`config.mk`:
```
export PLATFORM = sky130hd
export DESIGN_NAME = pong_match_ctrl_flat
export DESIGN_NICKNAME = d
export VERILOG_FILES = /design/src/rtl/pong_pkg.sv /design/src/rtl/pong_match_ctrl_if.sv /design/src/rtl/key_sync_edge.sv /design/src/rtl/pong_match_ctrl.sv /design/src/flat_wrapper.sv
export SDC_FILE = /design/constraint.sdc
export NUM_CORES = 1
export LEC_CHECK = 0
export BUFFER_PORTS_ARGS = -buffer_cell sky130_fd_sc_hd__buf_2
export CORE_ASPECT_RATIO = 0.5
export CORE_MARGIN = 3
export CORE_UTILIZATION = 49
export CTS_CLUSTER_DIAMETER = 100
export DETAILED_ROUTE_END_ITERATION = 10
export GPL_TIMING_DRIVEN = 0
export PLACE_DENSITY = 0.7
export SETUP_SLACK_MARGIN = 0.1
export SYNTH_ARGS = -nofsm -noshare
export SYNTH_HDL_FRONTEND = slang
export SYNTH_HIERARCHICAL = 1
export SYNTH_SLANG_ARGS = --single-unit
```
`constraint.sdc`:
```
create_clock -name clk_i -period 2.37 [get_ports clk_i]
set_input_delay 0.1185 -clock clk_i [delete_from_list [all_inputs] [get_ports clk_i]]
set_output_delay 0.1185 -clock clk_i [all_outputs]
set_load 0.03 [all_outputs]
```
`src/rtl/pong_pkg.sv`:
```
// Shared types and default constants for the pong match sequencer.
package pong_pkg;

   typedef enum logic [2:0] {
      IDLE       = 3'd0,
      SERVE_WAIT = 3'd1,
      PLAY       = 3'd2,
      PAUSE      = 3'd3,
      GAME_OVER  = 3'd4
   } match_state_t;

   localparam int SCORE_W_DEF     = 4;
   localparam int WIN_SCORE_DEF   = 7;
   localparam int SERVE_DELAY_DEF = 30;

endpackage

```
`src/rtl/pong_match_ctrl_if.sv`:
```
// Signal bundle between the match sequencer (slave) and its environment (master).
// tick/miss are single-cycle strobes; keys are raw levels; state is a debug view.
interface pong_match_ctrl_if import pong_pkg::*; #(
   parameter int SCORE_W = SCORE_W_DEF
) ();
   logic               tick_i;
   logic               start_key_i;
   logic               pause_key_i;
   logic               miss_left_i;
   logic               miss_right_i;
   logic               run_o;
   logic               serve_o;
   logic               serve_dir_o;
   logic [SCORE_W-1:0] player_score_o;
   logic [SCORE_W-1:0] pc_score_o;
   logic               game_over_o;
   logic               winner_o;
   match_state_t       state;

   modport master (
      output tick_i, start_key_i, pause_key_i, miss_left_i, miss_right_i,
      input  run_o, serve_o, serve_dir_o, player_score_o, pc_score_o,
             game_over_o, winner_o, state
   );

   modport slave (
      input  tick_i, start_key_i, pause_key_i, miss_left_i, miss_right_i,
      output run_o, serve_o, serve_dir_o, player_score_o, pc_score_o,
             game_over_o, winner_o, state
   );
endinterface

```
`src/rtl/key_sync_edge.sv`:
```
// Two-flop synchronizer for a raw button followed by a one-cycle rising-edge pulse.
module key_sync_edge (
   input  logic clk_i,
   input  logic rst_i,
   input  logic key_i,
   output logic pulse_o
);
   logic sync1_q;
   logic sync2_q;
   logic prev_q;

   always_ff @(posedge clk_i or posedge rst_i) begin
      if (rst_i) begin
         sync1_q <= 1'b0;
         sync2_q <= 1'b0;
         prev_q  <= 1'b0;
      end else begin
         sync1_q <= key_i;
         sync2_q <= sync1_q;
         prev_q  <= sync2_q;
      end
   end

   assign pulse_o = sync2_q & ~prev_q;
endmodule

```
`src/rtl/pong_match_ctrl.sv`:
```
// Pong match sequencer: serve timing, run enable, scoring and winner detection.
module pong_match_ctrl import pong_pkg::*; #(
   parameter int WIN_SCORE   = WIN_SCORE_DEF,
   parameter int SERVE_DELAY = SERVE_DELAY_DEF,
   parameter int SCORE_W     = SCORE_W_DEF
) (
   input logic              clk_i,
   input logic              rst_i,
   pong_match_ctrl_if.slave bus
);
   // A zero delay behaves as a one-tick delay, so the counter is never narrower than 1 bit.
   localparam int                 CNT_W    = (SERVE_DELAY < 1) ? 1 : $clog2(SERVE_DELAY + 1);
   localparam logic [CNT_W-1:0]   CNT_LOAD = (SERVE_DELAY < 1) ? CNT_W'(1) : CNT_W'(SERVE_DELAY);
   localparam logic [SCORE_W-1:0] WIN      = SCORE_W'(WIN_SCORE);

   match_state_t       state_q, state_d;
   logic [CNT_W-1:0]   cnt_q, cnt_d;
   logic [SCORE_W-1:0] player_q, player_d, pc_q, pc_d;
   logic [SCORE_W-1:0] player_inc, pc_inc;
   logic               dir_q, dir_d;
   logic               winner_q, winner_d;
   logic               serve_q, serve_d;
   logic               start_ev, pause_ev;

   key_sync_edge u_start (.clk_i(clk_i), .rst_i(rst_i), .key_i(bus.start_key_i), .pulse_o(start_ev));
   key_sync_edge u_pause (.clk_i(clk_i), .rst_i(rst_i), .key_i(bus.pause_key_i), .pulse_o(pause_ev));

   assign player_inc = player_q + SCORE_W'(1);
   assign pc_inc     = pc_q + SCORE_W'(1);

   always_comb begin
      state_d  = state_q;
      cnt_d    = cnt_q;
      player_d = player_q;
      pc_d     = pc_q;
      dir_d    = dir_q;
      winner_d = winner_q;
      serve_d  = 1'b0;
      case (state_q)
         IDLE, GAME_OVER: begin
            if (start_ev) begin
               player_d = '0;
               pc_d     = '0;
               dir_d    = 1'b1;
               winner_d = 1'b0;
               cnt_d    = CNT_LOAD;
               state_d  = SERVE_WAIT;
            end
         end
         SERVE_WAIT: begin
            if (bus.tick_i) begin
               if (cnt_q <= CNT_W'(1)) begin
                  cnt_d   = '0;
                  serve_d = 1'b1;
                  state_d = PLAY;
               end else begin
                  cnt_d = cnt_q - CNT_W'(1);
               end
            end
         end
         PLAY: begin
            // Misses outrank a simultaneous pause; a double miss is a replay.
            if (bus.miss_left_i && bus.miss_right_i) begin
               cnt_d   = CNT_LOAD;
               state_d = SERVE_WAIT;
            end else if (bus.miss_left_i) begin
               player_d = player_inc;
               dir_d    = 1'b0;
               if (player_inc == WIN) begin
                  winner_d = 1'b1;
                  state_d  = GAME_OVER;
               end else begin
                  cnt_d   = CNT_LOAD;
                  state_d = SERVE_WAIT;
               end
            end else if (bus.miss_right_i) begin
               pc_d  = pc_inc;
               dir_d = 1'b1;
               if (pc_inc == WIN) begin
                  winner_d = 1'b0;
                  state_d  = GAME_OVER;
               end else begin
                  cnt_d   = CNT_LOAD;
                  state_d = SERVE_WAIT;
               end
            end else if (pause_ev) begin
               state_d = PAUSE;
            end
         end
         PAUSE: begin
            if (pause_ev) state_d = PLAY;
         end
         default: state_d = IDLE;
      endcase
   end

   always_ff @(posedge clk_i or posedge rst_i) begin
      if (rst_i) begin
         state_q  <= IDLE;
         cnt_q    <= '0;
         player_q <= '0;
         pc_q     <= '0;
         dir_q    <= 1'b1;
         winner_q <= 1'b0;
         serve_q  <= 1'b0;
      end else begin
         state_q  <= state_d;
         cnt_q    <= cnt_d;
         player_q <= player_d;
         pc_q     <= pc_d;
         dir_q    <= dir_d;
         winner_q <= winner_d;
         serve_q  <= serve_d;
      end
   end

   assign bus.run_o          = (state_q == PLAY);
   assign bus.game_over_o    = (state_q == GAME_OVER);
   assign bus.serve_o        = serve_q;
   assign bus.serve_dir_o    = dir_q;
   assign bus.player_score_o = player_q;
   assign bus.pc_score_o     = pc_q;
   assign bus.winner_o       = winner_q;
   assign bus.state          = state_q;
endmodule

```
`src/flat_wrapper.sv`:
```
// flat-port wrapper written by rule: the top's interface ports become plain ports
module pong_match_ctrl_flat import pong_pkg::*;
#(
   parameter int WIN_SCORE   = WIN_SCORE_DEF,
   parameter int SERVE_DELAY = SERVE_DELAY_DEF,
   parameter int SCORE_W     = SCORE_W_DEF
)
  (clk_i, rst_i, bus_tick_i, bus_start_key_i, bus_pause_key_i, bus_miss_left_i, bus_miss_right_i, bus_run_o, bus_serve_o, bus_serve_dir_o, bus_player_score_o, bus_pc_score_o, bus_game_over_o, bus_winner_o, bus_state);
  pong_match_ctrl_if #(.SCORE_W(SCORE_W)) bus_i ();
  input logic clk_i;
  input logic rst_i;
  input wire logic [$bits(bus_i.tick_i)-1:0] bus_tick_i;
  input wire logic [$bits(bus_i.start_key_i)-1:0] bus_start_key_i;
  input wire logic [$bits(bus_i.pause_key_i)-1:0] bus_pause_key_i;
  input wire logic [$bits(bus_i.miss_left_i)-1:0] bus_miss_left_i;
  input wire logic [$bits(bus_i.miss_right_i)-1:0] bus_miss_right_i;
  output wire logic [$bits(bus_i.run_o)-1:0] bus_run_o;
  output wire logic [$bits(bus_i.serve_o)-1:0] bus_serve_o;
  output wire logic [$bits(bus_i.serve_dir_o)-1:0] bus_serve_dir_o;
  output wire logic [$bits(bus_i.player_score_o)-1:0] bus_player_score_o;
  output wire logic [$bits(bus_i.pc_score_o)-1:0] bus_pc_score_o;
  output wire logic [$bits(bus_i.game_over_o)-1:0] bus_game_over_o;
  output wire logic [$bits(bus_i.winner_o)-1:0] bus_winner_o;
  output wire logic [$bits(bus_i.state)-1:0] bus_state;
  assign bus_i.tick_i = bus_tick_i;
  assign bus_i.start_key_i = bus_start_key_i;
  assign bus_i.pause_key_i = bus_pause_key_i;
  assign bus_i.miss_left_i = bus_miss_left_i;
  assign bus_i.miss_right_i = bus_miss_right_i;
  assign bus_run_o = bus_i.run_o;
  assign bus_serve_o = bus_i.serve_o;
  assign bus_serve_dir_o = bus_i.serve_dir_o;
  assign bus_player_score_o = bus_i.player_score_o;
  assign bus_pc_score_o = bus_i.pc_score_o;
  assign bus_game_over_o = bus_i.game_over_o;
  assign bus_winner_o = bus_i.winner_o;
  assign bus_state = bus_i.state;
  pong_match_ctrl #(.WIN_SCORE(WIN_SCORE), .SERVE_DELAY(SERVE_DELAY), .SCORE_W(SCORE_W)) u_core (.clk_i(clk_i), .rst_i(rst_i), .bus(bus_i));
endmodule
```
Word level (Yosys, flattened, before mapping) --
Index checks and enable logic that the tools add are counted.
Storage, ports and cells: flip-flop bits (word level) 25, input bits 7, output and inout port bits 16
Cells by class: add/sub/neg operators 3, magnitude comparators 1, eq/ne operators 21, muxes and demuxes 43, bitwise operators 4, reductions and logical operators 11
Operator list (number):
- 5-bit 2-to-1 mux | 8
- 3-bit 2-to-1 mux | 10
- 4-bit 2-to-1 mux | 6
- 4-bit case mux with 2 select lines | 2
- 5-bit case mux with 3 select lines | 1
- 1-bit 2-to-1 mux | 13
- 4-bit by 3-bit inequality test with 1-bit output, second input constant | 3
- 3-bit case mux with 4 select lines | 1
- 6-bit AND reduction | 2
- 2-bit inequality test, second input constant | 5
- 5-bit AND reduction | 2
- 4-bit by 1-bit adder with 4-bit output, second input constant | 2
- 4-bit by 3-bit equality test with 1-bit output, second input constant | 2
- 4-bit AND reduction | 2
- 3-bit by 2-bit equality test with 1-bit output, second input constant | 2
- 2-bit by 1-bit inequality test with 1-bit output, second input constant | 3
- 3-bit by 2-bit inequality test with 1-bit output, second input constant | 2
- 5-bit by 1-bit <= comparator with 1-bit output, second input constant | 1
- 5-bit by 3-bit inequality test with 1-bit output, second input constant | 1
- 5-bit by 1-bit subtractor with 5-bit output, second input constant | 1
- 1-bit case mux with 2 select lines | 2
- 3-bit by 1-bit equality test with 1-bit output, second input constant | 1
- 3-bit equality test, second input constant | 1
- 3-bit zero test | 1
- other kinds (7) | 9

Logic depth before layout (Yosys ltp) --
depth after elaboration 7, mapped depth 8

Hierarchy --
The synthesis kept the hierarchy.
Modules (own cells, without submodules):
- pong_match_ctrl | times used 1, cells an instance 137, area an instance 1221.2 um^2, seq. area each 476.7 um^2
- key_sync_edge | times used 2, cells an instance 5, area an instance 92.6 um^2, seq. area each 75.1 um^2

Worst setup path before layout --
Ideal clock, no wire load.
path type register -> register, from register u_core.player_q[0], in the netlist u_core/bus.player_score_o[0], to register u_core.cnt_q[0], setup time 125 ps, data arrival time 2024 ps, required time 2245 ps, slack 221 ps, stages on the path, launching flop included 8, cells stage by stage dfrtp_1 -> ha_1 -> nor2b_1 -> a211o_1 -> nand3_2 -> nand4_4 -> or2_4 -> mux2_4
On the way: longest elaborated chain between the ends 4
Ends and longest elaborated chain:
- from (decl) | line pong_match_ctrl.sv:18 | logic [SCORE_W-1:0] player_q, player_d, pc_q, pc_d;
- from (signal assigned) | line pong_match_ctrl.sv:109 | player_q <= player_d;
- 4-bit by 1-bit adder with 4-bit output | line pong_match_ctrl.sv:28 | assign player_inc = player_q + SCORE_W'(1);
- 4-bit by 3-bit equality test with 1-bit output | line pong_match_ctrl.sv:69 | if (player_inc == WIN) begin
- 4-bit by 3-bit inequality test with 1-bit output (no source line)
- 6-bit AND reduction (no source line)
- to (signal assigned) | line pong_match_ctrl.sv:108 | cnt_q <= cnt_d;
- to (decl) | line pong_match_ctrl.sv:17 | logic [CNT_W-1:0] cnt_q, cnt_d;
No other way between the ends. A chain may end at the register's enable or synchronous reset.

Worst setup path after layout --
Ends and elaborated chain as after synthesis.

==> metrics.yaml <==
switching_share: 0.343
nFillCells: 246
max-vdd-ir-drop_mv: 0.316
clk_latency_ns: 0.27
track_usage: 0.189
total_power_mw: 1.10
dpl.cell_count: 204
seq_area_frac_synth: 0.446
numCtsBuffers: 3
met1_usage: 0.261
start_kind: "register"
critPathKind: "register to register"
vias: 1164
ys.flop_type: "dfrtp_1"
synth_cells: 147
p_clk_frac: 0.233
synth_area_leaders: "dfrtp_1 43%, o21ai_0 7.8%, ha_1 5.3%, nand2b_1 3.6%, o31ai_1 3.2%"
setup_ws_ns: 0.227
synthArstFlopShare: 1.00
grt_overflow_total: 0
p_per_area_mw_per_mm2: 672
globalplace.congestion: 0.806
outcome: "completed"
antenna_left: 0
slew_headroom: 0.498
cts.clk_slew.worst_paths_ns: 0.09
cts_sinks: 25
worstPathArrival_ns: 2.30
use_met2: 0.302
grt_max_degree: 20
dieArea_mm2: 0.00359
drt_first_pass_iters: 6
die_w_um: 81.8
worst-path-max-fanout: 7
top_usage_layer: "met2"
hold_depth: 2
numPortBuffers: 20
final_cells: 211
hold_viol_final: 0
ff2ff_path_depth: 7
dp_slack_ns: 0.245
yosys_warnings: 6
grt_pass1_wl_um: 5190
critPathRequiredTime_ns: 2.53
p_int_uw: 720
holdPathEnd: "u_core/bus.serve_o"
vias_per_cell: 5.52
share_seq_of_total_power: 0.469
yosysTopAreaCell: "dfrtp_1"
period_minus_slack_ns: 2.14
yosysTopAreaCellShare: 0.427
reg2reg_setup_slack_ns: 0.23
die_height_um: 43.9
tritoncts: "built"
layout.nets: 188
worst_pin_slew_ns: 0.752
ys_ff_latch: 25
p_leak_nw: 0.774
hold_path.class: "primary input to register"
drive_gt1_frac: 0.236
synthToLayoutAreaGrowth_pct: 15.8
grt_pass1_vias: 1120
synth_edf_count: 0
drv_slew: 0
met3_usage: 0.0498
dp_hpwl_um: 2150
synthDistinctLibCells: 39
io_pins: 23
worst_hold_slack_ns: 0.107
n_antenna_cell: 0
worstReg2RegEnd: "u_core/cnt_q[0]"
timing.final.crit_share: 0.904
drv_cap: 0
syn_area_mm2: 0.00141
core_mm2: 0.00267
wirelength_um: 2910
max_freq_mhz: 467
reg2reg_from: "u_core/bus.player_score_o[0]"
antenna_found_initial: 0
routedWlPerCell_um: 13.8
cp-end-kind: "register"
clock-skew-final_ns: 0.00245
combPwrFrac: 0.298
fin_tns_setup_ns: 0
htreeDepth: 1
drc: 0
rows: 13
start_util: 0.527
finalSetupViolations: 0
ctsLongestPathBuffers: 2
p_switching_uw: 375
worstHoldStart: "bus_tick_i"
drt_iter0_markers: 64
cts_root_buffer: "clkbuf_8"
syn-num-nets: 160
synth_area_per_cell_um2: 9.57
rsz0062_at_grt: "false"
[through the flow]
step                utilization  instance area (µm²)
floorplan                     -                 1410
global placement          0.582                 1550
detailed placement        0.582                 1550
CTS                       0.611                 1630
global route              0.611                 1630
finish                    0.611                 1630
[synth_stat cells (2+ instances only)]
cell and count:
nor2b_4 3, nand3_1 4, inv_1 9, nor2_1 11
ha_1 6, o21ai_0 22, nor2b_1 3, a21oi_1 7
nand2_1 9, o31ai_1 6, dfrtp_1 24, buf_2 2
o311ai_0 2, o31a_1 2, and2_1 2, nor3_1 5
nand2b_1 8
[worst max path at each step]
| stage | cells after the start | start | to |
|---|---|---|---|
| 6_report | 7 | u_core/bus.player_score_o[0] | u_core/cnt_q[0] |
| 5_1_grt | 7 | u_core/bus.player_score_o[0] | u_core/cnt_q[0] |
| 4_1_cts | 7 | u_core/bus.player_score_o[0] | u_core/cnt_q[0] |
| 3_5_place_dp | 7 | u_core/bus.player_score_o[0] | u_core/cnt_q[0] |
| 3_3_place_gp | 7 | u_core/bus.player_score_o[0] | u_core/cnt_q[0] |
| 2_1_floorplan | 7 | u_core/bus.player_score_o[0] | u_core/cnt_q[0] |
[layer usage]
layer | part of all wire | vias up
met5 | 0 | -
met4 | 0.0089 | 0
met1 | 0.49 | 559
li1 | - | 579
met2 | 0.47 | 22
met3 | 0.033 | 4
[power by group through the flow]
stage	Sequential, mW	Clock, mW	Combinational (mW)
3_3_place_gp	0.519	0	0.315
6_report	0.514	0.255	0.326
5_1_grt	0.520	0.282	0.369
2_1_floorplan	0.528	0	0.241
4_1_cts	0.514	0.263	0.327
3_5_place_dp	0.522	0	0.322
[layout make-up]
cell class	count	area, µm²	share of cell area
plain buffers	3	17.5	0.0108
clock inverters	1	5.00	0.00307
flip-flops and latches	25	627	0.385
multi-input cells	109	722	0.443
inverters	10	40.0	0.0246
clock buffers	3	41.3	0.0253
repair buffers	23	130	0.0799
well taps	37	46.3	0.0284
[state kept, by name, indices dropped and copies added, names as in the netlist]
name                       count
u_core/cnt_q                   5
u_core/bus.pc_score_o          4
u_core/u_start/sync2_q         1
u_core/u_start/prev_q          1
u_core/u_pause/sync2_q         1
u_core/bus.serve_o             1
u_core/bus.serve_dir_o         1
u_core/bus.winner_o            1
u_core/u_pause/sync1_q         1
u_core/u_pause/prev_q          1
u_core/bus.state               3
u_core/bus.player_score_o      4
u_core/u_start/sync1_q         1
[worst max-delay path, cell delays in order (launching register included)]
cell and delay [ns]:
dfrtp_1 0.46, ha_1 0.27, nor2b_1 0.15, a211o_1 0.30
nand3_2 0.11, nand4_4 0.13, or2_4 0.32, mux2_4 0.30
[repair_timing]
item,4_1_cts,5_1_grt
gates resized for setup,0,0
setup endpoints to repair,0,0
hold buffers,3,0
endpoints found under the hold margin,8,0
buffers inserted,0,0
[logic make-up after synthesis]
group                      share of synthesized area
and+or+nand+nor                                0.236
AOI/OAI and AO/OA                              0.214
DFF                                            0.446
buffers and inverters                         0.0409
adders and majority gates                     0.0534
muxes                                         0.0107
[layout by cell type, fill, tap and decap left out, types with 2 or more instances in the layout]
| cell type | count |
|---|---|
| clkbuf_8 | 3 |
| buf_2 | 22 |
| o311ai_0 | 2 |
| dfrtp_1 | 24 |
| nor2b_4 | 3 |
| o31ai_1 | 6 |
| nand2_1 | 9 |
| nand2b_1 | 8 |
| nor2b_1 | 3 |
| inv_1 | 9 |
| nor3_1 | 5 |
| dlygate4sd3_1 | 3 |
| nor2_1 | 11 |
| nand3_1 | 4 |
| o21ai_0 | 22 |
| ha_1 | 6 |
| a21oi_1 | 7 |
| and2_1 | 2 |
| o31a_1 | 2 |
No activity file was read; power rests on OpenSTA's default activity.
